===== src/rtl/cntdn_timer_if.sv =====
// cntdn_timer_if: control, preset and display signals of the MM:SS countdown timer
interface cntdn_timer_if;
  logic       one_HZ_tick;
  logic       isSetting;
  logic       load;
  logic       start;
  logic       pause;
  logic [3:0] set_min_ten;
  logic [3:0] set_min_one;
  logic [3:0] set_sec_ten;
  logic [3:0] set_sec_one;
  logic [3:0] min_ten;
  logic [3:0] min_one;
  logic [3:0] sec_ten;
  logic [3:0] sec_one;
  logic       running;
  logic       done;
  logic       alarm;
  modport master (
    output one_HZ_tick, isSetting, load, start, pause,
    output set_min_ten, set_min_one, set_sec_ten, set_sec_one,
    input  min_ten, min_one, sec_ten, sec_one, running, done, alarm
  );
  modport slave (
    input  one_HZ_tick, isSetting, load, start, pause,
    input  set_min_ten, set_min_one, set_sec_ten, set_sec_one,
    output min_ten, min_one, sec_ten, sec_one, running, done, alarm
  );
endinterface


===== src/rtl/cntdn_timer.sv =====
// cntdn_timer: BCD MM:SS countdown timer with clamped preset load, pause/resume and expiry alarm
module cntdn_timer #(
  parameter int MIN_TEN_MAX = 9,
  parameter bit AUTO_CLEAR  = 1'b0,
  parameter int ALARM_TICKS = 10
) (
  input logic         clk,
  input logic         CLR_n,
  cntdn_timer_if.slave bus
);
  typedef enum logic [1:0] {IDLE = 2'd0, RUN = 2'd1, PAUSE = 2'd2, DONE = 2'd3} state_t;
  state_t     state, state_n;
  logic [3:0] min_ten, min_one, sec_ten, sec_one;
  logic [3:0] min_ten_n, min_one_n, sec_ten_n, sec_one_n;
  logic [3:0] alarm_cnt, alarm_cnt_n;
  logic       running, done, alarm, done_n;
  logic       is_zero, is_one, dec, alarm_end;
  logic       b0, b1, b2;
  assign is_zero   = {min_ten, min_one, sec_ten, sec_one} == 16'h0000;
  assign is_one    = {min_ten, min_one, sec_ten, sec_one} == 16'h0001;
  assign dec       = state == RUN && !bus.isSetting && !bus.pause && bus.one_HZ_tick;
  assign alarm_end = AUTO_CLEAR && bus.one_HZ_tick && alarm_cnt == 4'(ALARM_TICKS - 1);
  // state, digits and flags register; flags are registered so they align with the digits
  always_ff @(posedge clk or negedge CLR_n) begin
    if (!CLR_n) begin
      state     <= IDLE;
      min_ten   <= 4'd0;
      min_one   <= 4'd0;
      sec_ten   <= 4'd0;
      sec_one   <= 4'd0;
      alarm_cnt <= 4'd0;
      running   <= 1'b0;
      done      <= 1'b0;
      alarm     <= 1'b0;
    end else begin
      state     <= state_n;
      min_ten   <= min_ten_n;
      min_one   <= min_one_n;
      sec_ten   <= sec_ten_n;
      sec_one   <= sec_one_n;
      alarm_cnt <= alarm_cnt_n;
      running   <= state_n == RUN;
      done      <= done_n;
      alarm     <= state_n == DONE;
    end
  end
  // next state: setting overrides everything, pause only matters while running
  always_comb begin
    state_n = state;
    if (bus.isSetting) state_n = IDLE;
    else
      case (state)
        IDLE:    state_n = (bus.start && !is_zero) ? RUN : IDLE;
        RUN:     state_n = bus.pause ? PAUSE : (bus.one_HZ_tick && is_one) ? DONE : RUN;
        PAUSE:   state_n = (bus.start && !is_zero) ? RUN : PAUSE;
        DONE:    state_n = (bus.start || alarm_end) ? IDLE : DONE;
        default: state_n = IDLE;
      endcase
  end
  // next digits: clamped preset load or one-second borrow-chain decrement
  always_comb begin
    b0 = sec_one == 4'd0;
    b1 = b0 && sec_ten == 4'd0;
    b2 = b1 && min_one == 4'd0;
    {min_ten_n, min_one_n, sec_ten_n, sec_one_n} = {min_ten, min_one, sec_ten, sec_one};
    if (bus.isSetting && bus.load) begin
      min_ten_n = (bus.set_min_ten > 4'(MIN_TEN_MAX)) ? 4'(MIN_TEN_MAX) : bus.set_min_ten;
      min_one_n = (bus.set_min_one > 4'd9) ? 4'd9 : bus.set_min_one;
      sec_ten_n = (bus.set_sec_ten > 4'd5) ? 4'd5 : bus.set_sec_ten;
      sec_one_n = (bus.set_sec_one > 4'd9) ? 4'd9 : bus.set_sec_one;
    end else if (dec) begin
      sec_one_n = b0 ? 4'd9 : sec_one - 4'd1;
      sec_ten_n = !b0 ? sec_ten : b1 ? 4'd5 : sec_ten - 4'd1;
      min_one_n = !b1 ? min_one : b2 ? 4'd9 : min_one - 4'd1;
      min_ten_n = b2 ? min_ten - 4'd1 : min_ten;
    end
    done_n      = dec && is_one;
    alarm_cnt_n = (AUTO_CLEAR && state == DONE && state_n == DONE) ? alarm_cnt + {3'd0, bus.one_HZ_tick} : 4'd0;
  end
  assign bus.min_ten = min_ten;
  assign bus.min_one = min_one;
  assign bus.sec_ten = sec_ten;
  assign bus.sec_one = sec_one;
  assign bus.running = running;
  assign bus.done    = done;
  assign bus.alarm   = alarm;
endmodule

===== src/flat_wrapper.sv =====
// flat-port wrapper written by rule: the top's interface ports become plain ports
module cntdn_timer_flat 
#(
  parameter int MIN_TEN_MAX = 9,
  parameter bit AUTO_CLEAR  = 1'b0,
  parameter int ALARM_TICKS = 10
)
  (clk, CLR_n, bus_one_HZ_tick, bus_isSetting, bus_load, bus_start, bus_pause, bus_set_min_ten, bus_set_min_one, bus_set_sec_ten, bus_set_sec_one, bus_min_ten, bus_min_one, bus_sec_ten, bus_sec_one, bus_running, bus_done, bus_alarm);
  cntdn_timer_if bus_i ();
  input logic clk;
  input logic CLR_n;
  input wire logic [$bits(bus_i.one_HZ_tick)-1:0] bus_one_HZ_tick;
  input wire logic [$bits(bus_i.isSetting)-1:0] bus_isSetting;
  input wire logic [$bits(bus_i.load)-1:0] bus_load;
  input wire logic [$bits(bus_i.start)-1:0] bus_start;
  input wire logic [$bits(bus_i.pause)-1:0] bus_pause;
  input wire logic [$bits(bus_i.set_min_ten)-1:0] bus_set_min_ten;
  input wire logic [$bits(bus_i.set_min_one)-1:0] bus_set_min_one;
  input wire logic [$bits(bus_i.set_sec_ten)-1:0] bus_set_sec_ten;
  input wire logic [$bits(bus_i.set_sec_one)-1:0] bus_set_sec_one;
  output wire logic [$bits(bus_i.min_ten)-1:0] bus_min_ten;
  output wire logic [$bits(bus_i.min_one)-1:0] bus_min_one;
  output wire logic [$bits(bus_i.sec_ten)-1:0] bus_sec_ten;
  output wire logic [$bits(bus_i.sec_one)-1:0] bus_sec_one;
  output wire logic [$bits(bus_i.running)-1:0] bus_running;
  output wire logic [$bits(bus_i.done)-1:0] bus_done;
  output wire logic [$bits(bus_i.alarm)-1:0] bus_alarm;
  assign bus_i.one_HZ_tick = bus_one_HZ_tick;
  assign bus_i.isSetting = bus_isSetting;
  assign bus_i.load = bus_load;
  assign bus_i.start = bus_start;
  assign bus_i.pause = bus_pause;
  assign bus_i.set_min_ten = bus_set_min_ten;
  assign bus_i.set_min_one = bus_set_min_one;
  assign bus_i.set_sec_ten = bus_set_sec_ten;
  assign bus_i.set_sec_one = bus_set_sec_one;
  assign bus_min_ten = bus_i.min_ten;
  assign bus_min_one = bus_i.min_one;
  assign bus_sec_ten = bus_i.sec_ten;
  assign bus_sec_one = bus_i.sec_one;
  assign bus_running = bus_i.running;
  assign bus_done = bus_i.done;
  assign bus_alarm = bus_i.alarm;
  cntdn_timer #(.MIN_TEN_MAX(MIN_TEN_MAX), .AUTO_CLEAR(AUTO_CLEAR), .ALARM_TICKS(ALARM_TICKS)) u_core (.clk(clk), .CLR_n(CLR_n), .bus(bus_i));
endmodule

===== config.mk =====
export PLATFORM = sky130hd
export DESIGN_NAME = cntdn_timer_flat
export DESIGN_NICKNAME = d
export VERILOG_FILES = /design/src/rtl/cntdn_timer_if.sv /design/src/rtl/cntdn_timer.sv /design/src/flat_wrapper.sv
export SDC_FILE = /design/constraint.sdc
export NUM_CORES = 1
export LEC_CHECK = 0
export ABC_AREA = 1
export CORE_MARGIN = 10
export CORE_UTILIZATION = 46
export DETAILED_ROUTE_END_ITERATION = 12
export MAX_ROUTING_LAYER = met4
export PLACE_DENSITY = 0.83
export SLEW_MARGIN = 20
export SYNTH_ARGS = -nofsm -noshare
export SYNTH_HDL_FRONTEND = slang
export SYNTH_SLANG_ARGS = --single-unit

===== constraint.sdc =====
create_clock -name clk -period 1.7 [get_ports clk]
set_input_delay 0.425 -clock clk [delete_from_list [all_inputs] [get_ports clk]]
set_output_delay 0.425 -clock clk [all_outputs]
set_load 0.01 [all_outputs]

# After elaboration in Yosys (flattened, before gate mapping)
# Index checks and enable logic that the tools add are counted.
[classes] bitwise=0 shift=0 n_lt_le_gt_ge=4 n_eq_ne=6 multipliers=0 muxes=25 add_sub_neg=4 reduce_logical=24 div=0
[op_table] cell="$mux W4" count=18
[op_table] cell="$eq A16 B1 Y1 const B" count=1
[op_table] cell="$logic_not A16 Y1" count=1
[op_table] cell="$sub A4 B1 Y4 const B" count=4
[op_table] cell="$gt A4 B4 Y1 const B" count=3
[op_table] cell="$logic_not A4 Y1" count=3
[op_table] cell="$mux W2" count=5
[op_table] cell="$logic_and A1 B1 Y1" count=9
[op_table] cell="$pmux W2 S4" count=1
[op_table] cell="$reduce_bool A2 Y1" count=4
[op_table] cell="$eq A2 B2 Y1 const B" count=3
[op_table] cell="$reduce_and A2 Y1" count=3
[op_table] cell="$eq A2 B1 Y1 const B" count=2
[op_table] cell="$gt A4 B3 Y1 const B" count=1
[op_table] cell="$logic_not A1 Y1" count=3
[op_table] cell="$logic_not A2 Y1" count=1
[op_table] cell="$mux W1" count=1
[totals] register_bits=21 n_memories=0 latch_bits=0 in_bits=23 mem_bits_rw=0 rom_bits=0 wordCells=71

# Depth between registers and ports, before layout
# Gate-level depths: netlist of run 1.
[logic_depth] depth_word=7 mapped_depth=10 ltp_nobuf=10

# Least setup slack after synthesis of run 1
# Ideal clock, no wire load.
[synth_path] kind="register to register" start="reg u_core.sec_ten[0], in the netlist u_core.bus.sec_ten[0]" end="reg u_core.min_one[2], in the netlist u_core.bus.min_one[2]" stages_incl_launch_ff=10 arrival_ns=1.290 required_time_ns=1.584 slack_ns=0.294 setup_time_ns=0.116 synth_period_minus_slack_ns=1.406 path_cell_list="dfrtp_1 -> inv_1 -> ha_1 -> nand2_1 -> o21ai_2 -> nand2_2 -> inv_2 -> o21ai_0 -> nand2_1 -> nand2_1"
[synth_between] elab_chain_len=7
[synth_lines] item="start: declaration" line="cntdn_timer.sv:13" source="logic [3:0] min_ten, min_one, sec_ten, sec_one;"
[synth_lines] item="start signal: assignment" line="cntdn_timer.sv:39" source="sec_ten <= sec_ten_n;"
[synth_lines] item="$logic_not A4 Y1 *" line="cntdn_timer.sv:63" source="b1 = b0 && sec_ten == 4'd0;"
[synth_lines] item="$logic_and A1 B1 Y1 *" line="cntdn_timer.sv:63"
[synth_lines] item="$logic_and A1 B1 Y1" line="cntdn_timer.sv:64" source="b2 = b1 && min_one == 4'd0;"
[synth_lines] item="$mux W4 (2 in a row)" line="cntdn_timer.sv:74" source="min_one_n = !b1 ? min_one : b2 ? 4'd9 : min_one - 4'd1;"
[synth_lines] item="$mux W4" line="cntdn_timer.sv:71" source="end else if (dec) begin"
[synth_lines] item="$mux W4" line="cntdn_timer.sv:66" source="if (bus.isSetting && bus.load) begin"
[synth_lines] item="end signal: assignment" line="cntdn_timer.sv:38" source="min_one <= min_one_n;"
[synth_lines] item="end: declaration" line="cntdn_timer.sv:13"
# Mark *: on every way between the ends. The rest lies on a longest branch, timed or not. The select of a mux whose other input is x is not followed.
# A chain may end at the register's enable or synchronous reset.

# Worst setup path after layout of run 1
[layout_path] start="reg u_core.sec_ten[3], in the netlist u_core.bus.sec_ten[3]" end="out bus_sec_ten[3]"
[layout_lines] item="end: declaration" line="flat_wrapper.sv:23" source="output wire logic [$bits(bus_i.sec_ten)-1:0] bus_sec_ten;"
# No word-level cell between the ends.

==> flow_summary.toml, run 1 <==
[outcome]
status = "finished, final reports clean"

[floorplanning]
fp.dieH_um = 74.15
pin_count = 42
core_area_mm2 = 0.002781
die_w_um = 74.15
fp.dieArea_mm2 = 0.005498
start_util_pct = 48.49
rows = 19

[yosys]
synth_area_per_cell_um2 = 7.452
synth_top_area_share_pct = 38.96
synthTopCellsByArea = "dfrtp_1 39%, nand2_1 10%, inv_1 8.9%, ha_1 5.6%, nor2_1 5.6%"
yosysWarnings = 0
synth_top_flop_cell = "dfrtp_1"
yosysUniqueCellTypes = 28
syn_nets = 210
seq_area_frac_synth_pct = 38.96
syn_inst = 181
synth_edf_count = 0
synth_commonest_cells = "36 x nand2_1, 32 x inv_1, 21 x dfrtp_1"
synth.most_common_cell = "nand2_1"
yosysTopAreaCell = "dfrtp_1"
synth_seq_cells = 21
syn_area_mm2 = 0.001349
synth-async-reset-ratio_pct = 100.0

[routing]
routedWlPerCell_um = 13.08
avgViaCountPerCell = 4.996
highest_layer = "met4"
drc_errors = 0
wl_met1_mm = 1.551
met3_length_um = 209
vias = 1384
drt_iter0_drc = 78
wl_met2_mm = 1.804
routed_wl_mm = 3.622
ant_nets = 0
drtPass1Iterations = 4

[layout]
nFillCells = 226
fin_nets = 276
syn_to_final_growth_pct = 48.33
fin_util_pct = 71.93
diodes = 0
layout-drive-gt1-share_pct = 15.45

[cts]
cts_tree = "done"
clk_transition_reported_paths_ns = 0.12
root_buffer = "clkbuf_4"
cts_buffer_depth = 2
clkSinkCount = 21
cts.htree.levels = 1
clkLatencyLatePin_ns = 0.30
cts_buffers = 3

[run]
maxCapViolCount = 0

[power_and_ir_drop]
vdd_ir_drop_max_mv = 0.9228
power_leakage_uw = 0.001096
power_per_cell_area_mw_per_mm2 = 1255

[sta]
clock_skew_ns = 0.005232
finalCritPeriodShare_pct = 97.96
finalWorstSetupSlack_ns = 0.03465
slew_violations = 0
worst-slew-pin-transition_ns = 0.2897
hold_viol = 0
setup_viol = 0
fmax_ghz = 0.6005
fin_crit_ns = 1.665
rsz0062_at_grt = "true"
slew_headroom_pct = 80.68

[critical_path]
cp-end-kind = "output pin"
crit_path_top_delay_cell = "clkdlybuf4s50_1"
cp_max_fo = 3
path_buf_inv = 1
path_delay_family = "buffers and inverters"
rr_startpoint = "u_core.bus.min_ten[0]$_DFFE_PN0P_"
cp_data_required_time_ns = 1.27
path_cells = "clkdlybuf4s50_1"
cp_slowest_stage_delay_ns = 0.55
critPathKind = "reg -> out"
start_kind = "flip-flop"
cp.arrival_ns = 1.24
cp-startpoint = "u_core.bus.sec_ten[3]$_DFFE_PN0P_"

[global_route]
grt_max_degree = 22
grt_usage_pct = 13.56
antenna_found_initial = 0
grt_pass1_vias = 1318
grt_first_pass_wirelength_mm = 5.830
grt_overflow = 0

[min_path]
hp-class = "in -> async"

[placement]
dp_hpwl_mm = 2.733
port-buffer-count = 41
dp_slack_ns = -0.1442
place.gp.congestion = 0.8500
[final cells by class]
class,count,area (um^2),area share [%]
clock buffer,4,26.28,1.313
inverter,34,127.6,6.379
multi-input combinational,125,696.9,34.83
sequential,21,525.5,26.27
tap,31,38.79,1.939
timing repair buffer,62,585.6,29.27
[timing repair]
item / 4_1_cts / 5_1_grt
resized for setup: 2 / 12
hold buffers: 0 / 0
setup endpoints to repair: 8 / 14
pin swaps: 0 / 1
buffers inserted: 6 / 4
cloned: 0 / 0
[report_power, final]
group          internal, uW  leakage [uW]  switching [uW]
clock                  91.5     0.0000150             151
sequential              671      0.000267             110
combinational           742      0.000814             744
total                  1500       0.00110            1010
[layout by cell type, fill, tap and decap left out, types with 2 or more instances in the layout]
cell,instances
nand3_2,2
dlymetal6s2s_1,8
o21ai_1,7
buf_4,21
a31oi_1,2
inv_1,31
nor2_1,19
nand4_1,2
nor2_2,2
clkbuf_4,3
dlygate4sd2_1,2
ha_1,6
xor2_1,2
nand3_1,9
o21ai_0,12
o22ai_1,4
nor3_1,3
a21oi_1,3
dfrtp_1,21
nand2_4,5
o211ai_1,3
clkdlybuf4s50_1,31
inv_2,2
nand2_1,36
[registers in the layout, summed over array words and instances (netlist names)]
name,count
u_core.bus.done,1
u_core.bus.min_one,4
u_core.bus.running,1
u_core.bus.min_ten,4
u_core.bus.sec_ten,4
u_core.bus.alarm,1
u_core.state,2
u_core.bus.sec_one,4
[cells by family (layout without fill, tap and decap cells)]
logic type	Yosys count	count (layout)	share of synthesized area, %
AND/OR/NAND/NOR	81	81	28.11
buffers and inverters	35	100	10.30
AO/OA/AOI/OAI	35	35	15.12
flip-flops	21	21	38.96
adder cells (fa/ha/maj)	6	6	5.566
XOR/XNOR	3	3	1.948
[stage by stage]
stage,cells,setup TNS (ns),hold slack [ns],area [um^2],power (uW)
after floorplan,181,0,0.1294,1349,1532
after global placement,263,-1.039,0.5047,1869,2092
after detailed placement,263,-1.211,0.5114,1869,2122
after CTS,273,0,0.4579,1938,2460
after global routing,277,-0.02661,0.4604,2001,2753
final,277,0,0.4513,2001,2510
[routing by layer]
layer,GRT usage (%),vias up
met5,-,-
met4,4.969,0
met3,1.729,5
met2,22.73,41
met1,16.18,626
li1,-,712
[final timing paths]
check                      slack (ns)  depth (start not counted)                                 to
setup / recovery                 0.03                          1                     bus_sec_ten[3]
hold / removal                   0.45                          2  u_core.bus.sec_ten[3]$_DFFE_PN0P_
setup reg to reg                 0.14                         11         u_core.bus.alarm$_DFF_PN0_
hold reg to reg                  0.54                          2  u_core.bus.sec_ten[0]$_DFFE_PN0P_
max in group asynchronous        1.02                          2  u_core.bus.sec_one[2]$_DFFE_PN0P_
min in group clk                 0.54                          2  u_core.bus.sec_ten[0]$_DFFE_PN0P_
No activity file was read; power rests on OpenSTA's default activity.
==> run 2, diff against run 1 <==
CAP_MARGIN = 20   (was unset)
SKIP_CTS_REPAIR_TIMING = 1   (was unset)
clock period = 1.6 ns   (was 1.7 ns; I/O delays follow)
==> run 2 against run 1 <==
Effect of this change:
- count of clock-buffer cells in the layout is the same
- critical path type is now reg -> reg
- core utilization grew 3.1 points
- global-route usage shrank 0.35 points
- critical path depth grew 8
- sequential share of layout area shrank 1.1 points
- largest cell class unchanged
- via count grew 3.0%
- register-to-register slack lost 0.06 ns
- sequential power grew 9.6%
- total power grew 10%
- die area is the same
- wire length grew 3.1%
==> flow_summary.toml, run 2 (synthesized netlist as in run 1, its figures left out) <==
[layout]
syn_to_final_growth_pct = 54.64
diodes = 0
fin_nets = 280
final_common_cell = "nand2_1"
layout-drive-gt1-share_pct = 20.00
final_cell_mix = "32 x nand2_1, 28 x inv_1, 25 x buf_4"
fin_util_pct = 74.99

[critical_path]
crit_top_cell = "nand2_4"
path_cells = "buf_4, nor2_4, nand2_4, nor2_4, nand2_2, nand2_4, nand2_4, o21ai_1, o21ai_1"
cp_max_fo = 8
crit_path_top_delay_cell = "dfrtp_1"
critPathKind = "reg -> reg"
cp.arrival_ns = 1.73
start_kind = "flip-flop"
cp_data_required_time_ns = 1.81
cp-end-kind = "flip-flop"
cp_slowest_stage_delay_ns = 0.45
path_buf_inv = 1
path_delay_family = "simple AND/OR/NAND/NOR gates"

[routing]
routed_wl_mm = 3.736
vias = 1425
avgViaCountPerCell = 5.071
ant_nets = 0
drc_errors = 0
drt_iter0_drc = 86
drtPass1Iterations = 4
routedWlPerCell_um = 13.30

[cts]
cts.htree.levels = 1
clkSinkCount = 21
cts_buffer_depth = 2
root_buffer = "clkbuf_4"
cts_tree = "done"
clkLatencyLatePin_ns = 0.31
cts_buffers = 3
clk_transition_reported_paths_ns = 0.12

[sta]
setup_viol = 0
hold_viol = 0
timing.hold.ws_ns = 0.4126
finalCritPeriodShare_pct = 94.98
slew_violations = 0
slew_headroom_pct = 81.40
worst-slew-pin-transition_ns = 0.2760
clock_skew_ns = 0.004151
fin_crit_ns = 1.520
finalWorstSetupSlack_ns = 0.08034
fmax_ghz = 0.6580

[floorplanning]
fp.dieArea_mm2 = 0.005498
start_util_pct = 48.49
rows = 19
core_area_mm2 = 0.002781
fp.dieH_um = 74.15
die_w_um = 74.15
pin_count = 42

[placement]
dp_slack_ns = -0.2375
place.gp.congestion = 0.8558
dp_hpwl_mm = 2.729
port-buffer-count = 41

[min_path]
hp-class = "in -> async"

[power_and_ir_drop]
finalPower_uw = 2766
power_per_cell_area_mw_per_mm2 = 1326
power_leakage_uw = 0.001265
vdd_ir_drop_max_mv = 1.073

[global_route]
grt_pass1_vias = 1315
grt_usage_pct = 13.21
antenna_found_initial = 0
grt_overflow = 0
grt_first_pass_wirelength_mm = 5.747
grt_max_degree = 22

[outcome]
status = "finished, final reports clean"

[run]
maxCapViolCount = 0
run 2: path summary, 6_finish.rpt:
check	startpoint	endpoint	slack (ns)	depth (start not counted)
max in group asynchronous	CLR_n	u_core.bus.alarm$_DFF_PN0_	0.97	2
worst min-delay path	CLR_n	u_core.bus.sec_ten[3]$_DFFE_PN0P_	0.41	2
worst max-delay path	u_core.bus.sec_one[1]$_DFFE_PN0P_	u_core.bus.min_ten[2]$_DFFE_PN0P_	0.08	9
min in group clk	u_core.bus.min_ten[3]$_DFFE_PN0P_	u_core.bus.min_ten[3]$_DFFE_PN0P_	0.53	2
worst max register to register	u_core.bus.sec_one[1]$_DFFE_PN0P_	u_core.bus.min_ten[2]$_DFFE_PN0P_	0.08	9
worst min register to register	u_core.bus.min_ten[3]$_DFFE_PN0P_	u_core.bus.min_ten[3]$_DFFE_PN0P_	0.53	2
run 2: stage by stage:
| step | cell area, um^2 | cells | setup TNS (ns) |
|---|---|---|---|
| floorplan | 1349 | 181 | 0 |
| global placement | 1884 | 265 | -2.502 |
| detailed placement | 1884 | 265 | -2.815 |
| CTS | 1911 | 269 | -1.185 |
| global route | 2086 | 281 | -0.01940 |
| finish | 2086 | 281 | 0 |
run 2: routing by layer:
layer	routed length [um]	GRT usage, %	share of wire, %
met2	1837	20.64	49
met5	0	-	0
met4	74	6.211	2.0
met1	1660	16.15	44
met3	164	2.261	4.4
run 2: worst register-to-register path: cells and delay by family, from the launching register on:
kind,cells,cell delay [ns]
AO/OA/AOI/OAI,2,0.20
flip-flops,1,0.45
AND/OR/NAND/NOR,6,0.60
buffers and inverters,1,0.17
run 2: cell type report:
cell class,count,area [um^2]
clock buffers,4,26.28
fillers,203,695.7
inverters,34,127.6
multi-input cells,125,721.9
flip-flops and latches,21,525.5
well taps,31,38.79
repair buffers,66,645.6
run 2: power by group:
group	internal, uW	leakage (uW)	switching (uW)
sequential	713	0.000267	143
clock	97.5	0.0000150	170
combinational	823	0.000983	819
